--- config.mk ---
export PLATFORM = sky130hd
export DESIGN_NAME = clk_div
export DESIGN_NICKNAME = d
export VERILOG_FILES = /design/src/rtl/clk_div_pkg.sv /design/src/rtl/clk_div_counter.sv /design/src/rtl/clk_div.sv
export SDC_FILE = /design/constraint.sdc
export NUM_CORES = 1
export LEC_CHECK = 0
export BUFFER_PORTS_ARGS = -buffer_cell sky130_fd_sc_hd__buf_2
export CAP_MARGIN = 10
export CORE_AREA = 2 2 39 41
export DETAILED_ROUTE_END_ITERATION = 10
export DIE_AREA = 0 0 41 43
export MAX_ROUTING_LAYER = met4
export PLACE_DENSITY_LB_ADDON = 0.2
export SLEW_MARGIN = 15
export SYNTH_ARGS = -nofsm -noshare
export SYNTH_HDL_FRONTEND = slang
export SYNTH_SLANG_ARGS = --single-unit
--- constraint.sdc ---
create_clock -name i_clk -period 3.5 [get_ports i_clk]
set_input_delay 0.7 -clock i_clk [delete_from_list [all_inputs] [get_ports i_clk]]
set_output_delay 0.7 -clock i_clk [all_outputs]
set_load 0.1 [all_outputs]
--- src/rtl/clk_div_pkg.sv ---
// clk_div_pkg: shared helpers for the integer clock divider
package clk_div_pkg;
  function automatic int high_len(input int p);
    return (p + 1) / 2;
  endfunction
endpackage

--- src/rtl/clk_div_counter.sv ---
// clk_div_counter: modulo-P phase counter with look-ahead next value
module clk_div_counter #(
  parameter int P = 5,
  parameter int W = $clog2(P)
) (
  input  logic         i_clk,
  input  logic         i_rst_n,
  output logic [W-1:0] o_cnt,
  output logic [W-1:0] o_cnt_next
);
  logic [W-1:0] r_cnt;
  logic         w_wrap;
  assign w_wrap     = r_cnt == W'(P - 1);
  assign o_cnt_next = w_wrap ? '0 : r_cnt + 1'b1;
  assign o_cnt      = r_cnt;
  // Reset parks at P-1 so the first edge after release starts a fresh period
  always_ff @(posedge i_clk or negedge i_rst_n)
    if (!i_rst_n) r_cnt <= W'(P - 1);
    else          r_cnt <= o_cnt_next;
endmodule

--- src/rtl/clk_div.sv ---
// clk_div: 50%-duty divide-by-P clock, one-cycle enable strobe and phase count
module clk_div
  import clk_div_pkg::*;
#(
  parameter  int P = 5,
  localparam int W = $clog2(P)
) (
  input  logic         i_clk,
  input  logic         i_rst_n,
  output logic         o_clk_out,
  output logic         o_ce,
  output logic [W-1:0] o_cnt
);
  localparam int H = high_len(P);
  if (P < 2) begin : g_bad_p
    $error("clk_div: P must be >= 2");
  end
  logic [W-1:0] w_cnt_next;
  logic         r_ce;
  logic         r_q_pos;
  clk_div_counter #(.P(P), .W(W)) u_cnt (
    .i_clk      (i_clk),
    .i_rst_n    (i_rst_n),
    .o_cnt      (o_cnt),
    .o_cnt_next (w_cnt_next)
  );
  always_ff @(posedge i_clk or negedge i_rst_n)
    if (!i_rst_n) begin
      r_ce    <= 1'b0;
      r_q_pos <= 1'b0;
    end else begin
      r_ce    <= w_cnt_next == W'(P - 1);
      r_q_pos <= w_cnt_next < W'(H);
    end
  assign o_ce = r_ce;
  if (P % 2 == 1) begin : g_odd
    // Half-cycle delayed copy trims the extra half cycle of high time
    logic r_q_neg;
    always_ff @(negedge i_clk or negedge i_rst_n)
      if (!i_rst_n) r_q_neg <= 1'b0;
      else          r_q_neg <= r_q_pos;
    assign o_clk_out = r_q_pos & r_q_neg;
  end else begin : g_even
    assign o_clk_out = r_q_pos;
  end
endmodule

==> out/metrics.csv <==
metric,value,unit
routed via count,163,
largest net degree at the start of global routing,7,
setup_tns,0,ps
Longest Clk Path Bufs,2,
CTS Buf Count,3,
Max-slew headroom,0.676,
RSZ-0062 raised after global routing,false,
Pins Over Slew Limit,0,
number of global-route vias before repair,186,
Worst Max-Slew Pin Slew,489,ps
worst skew pair latency,250,ps
Final setup viols,0,
Layout Nets,35,
switch share,0.194,
Worst Setup End Kind,output port,
core area,0.00138,mm^2
share of cells above drive strength 1,0.400,
CP max FO,1,
CP required,2800,ps
Slowest cell on crit path,dfrtn_1,
Worst Hold Class,in2async,
syn avg cell area,12.4,um^2
post-synth top area cell,dfrtp_1,
VDD IR-drop max,115,uV
# fillers,153,
Yosys reg bits,6,
Setup Buffers After CTS,0,
Syn Nets,24,
grt ovf,0,
"wirelength, routed",409,um
yosys warns,0,
residual DRC count,0,
CTS sink count,6,
DIE WIDTH,41,um
P_leak,0.000160,uW
portion of the post-synthesis area used by sequential elements,0.611,
outcome,finished clean,
Reg power frac,0.495,
"slowest stage delay, CP",370,ps
main area contributors after synthesis,"dfrtp_1, dfstp_2, dfrtn_1, ha_1, a21oi_1",
Root Driver,clkbuf_4,
cell internal pwr,113,uW
IO Pins,7,
WS Path Type,reg2out,
Mapped Area,248,um^2
routed len/inst,8.89,um
row count,14,
CTS tree,done,
WP data arrival,2700,ps
Worst Setup Start Kind,register,
max-cap violation count,0,
Die H,43,um
critical-path cell list,and2_2 > buf_12,
DIE AREA,0.00176,mm^2
Routed Antenna Nets,0,
Routability Congestion,0.650,
antenna cells,0,
"Power, Total",141,uW
Post-CTS Hold Buffers,0,
IO Port Bufs,6,
final hold vios,0,
drt pass-1 iters,1,
htree depth,1,
Synth cell types,11,
initial antenna violation count,0,
Area Overhead vs Synth,37.4,%
first-pass GRT wire length,745,um
Syn Inst Count,20,
P_sw,27.3,uW
clock power share,0.493,
clock skew,7.73,ps
DP HPWL,324,um
Gate power share,0.011,
initial DRC count,0,
Initial Util,0.179,
CTS clock-pin slew for the worst setup and hold paths,50,ps
via/cell ratio,3.54,
global-route usage over all layers,0.0706,
post-synth top area share,0.404,
CTS-repair resized insts,0,
cell area power density,413,mW/mm^2
synth_stat cells:
| cell | number |
|---|---|
| dfrtp_1 | 4 |
| a21oi_1 | 3 |
| inv_1 | 3 |
| ha_1 | 2 |
| nand2b_1 | 2 |
| and2_1 | 1 |
| dfrtn_1 | 1 |
| dfstp_2 | 1 |
| mux2i_1 | 1 |
| nor2_1 | 1 |
| nor3b_2 | 1 |
state kept, by name, indices dropped and copies added, names as in the netlist:
name,count
g_odd.r_q_neg,1
o_ce,1
u_cnt.o_cnt,3
r_q_pos,1
layout make-up:
| class | instances | area [um^2] | share of cell area |
|---|---|---|---|
| multi-input cells | 11 | 86.3 | 0.254 |
| repair buffers | 6 | 45.0 | 0.132 |
| clock buffers | 4 | 26.3 | 0.0772 |
| flip-flops and latches | 6 | 151 | 0.445 |
| well taps | 16 | 20.0 | 0.0588 |
| inverters | 3 | 11.3 | 0.0331 |
cell usage in the layout (no fill, tap or decap), drive strengths merged:
master  netlist  routed
ha            2       2
nand2b        2       2
mux2i         1       1
dfstp         1       1
nor3b         1       1
dfrtn         1       1
clkbuf        0       4
inv           3       3
a21oi         3       3
buf           0       6
and2          1       1
nor2          1       1
dfrtp         4       4
layer usage:
metal / track usage / up-vias / routed length [um]
met1: 0.0861 / 75 / 186
li1: - / 82 / -
met5: - / - / 0
met4: 0.0600 / 0 / 0
met3: 0.0314 / 0 / 42
met2: 0.0844 / 6 / 179
critical path, delay by kind of cell (launching register included):
kind          cells  cell delay (ps)
simple gates      1              150
flops             1              370
buf+inv           1              170
stage by stage:
step,area (um^2),instances,utilization,worst slack [ps],hold WS [ps]
after floorplan,249,20,-,236,404
after global placement,314,42,0.227,368,488
after detailed placement,314,42,0.227,365,484
after CTS,340,46,0.246,91.3,261
after global routing,340,46,0.246,70.3,267
final,340,46,0.246,104,264
cell families (layout without fill, tap and decap cells):
| kind of cell | after synthesis | in the layout | share of synthesized area |
|---|---|---|---|
| DFF | 6 | 6 | 0.611 |
| adders and majority gates | 2 | 2 | 0.101 |
| buffers and inverters | 3 | 13 | 0.0455 |
| AOI/OAI and AO/OA | 3 | 3 | 0.0606 |
| muxes | 1 | 1 | 0.0404 |
| and+or+nand+nor | 5 | 5 | 0.141 |
power by group through the flow:
stage | clock network, uW | logic [uW] | registers [uW]
finish | 69.4 | 1.59 | 69.7
global placement | 0 | 1.76 | 70.7
detailed placement | 0 | 1.72 | 70.7
global route | 76.1 | 2.09 | 69.6
floorplan | 0 | 0.0000412 | 70.7
CTS | 72.8 | 1.74 | 69.6
final timing paths:
kind | from | to | slack, ps | cells past startpoint
setup / recovery | g_odd.r_q_neg | o_clk_out | 100 | 2
hold / removal | i_rst_n | r_q_pos | 260 | 1
setup reg to reg | r_q_pos | g_odd.r_q_neg | 1230 | 0
hold reg to reg | u_cnt.o_cnt[0] | u_cnt.o_cnt[0] | 490 | 1
max in group asynchronous | i_rst_n | g_odd.r_q_neg | 1440 | 1
min in group i_clk | u_cnt.o_cnt[0] | u_cnt.o_cnt[0] | 490 | 1
Note: power is estimated with default switching activity, not from simulation.
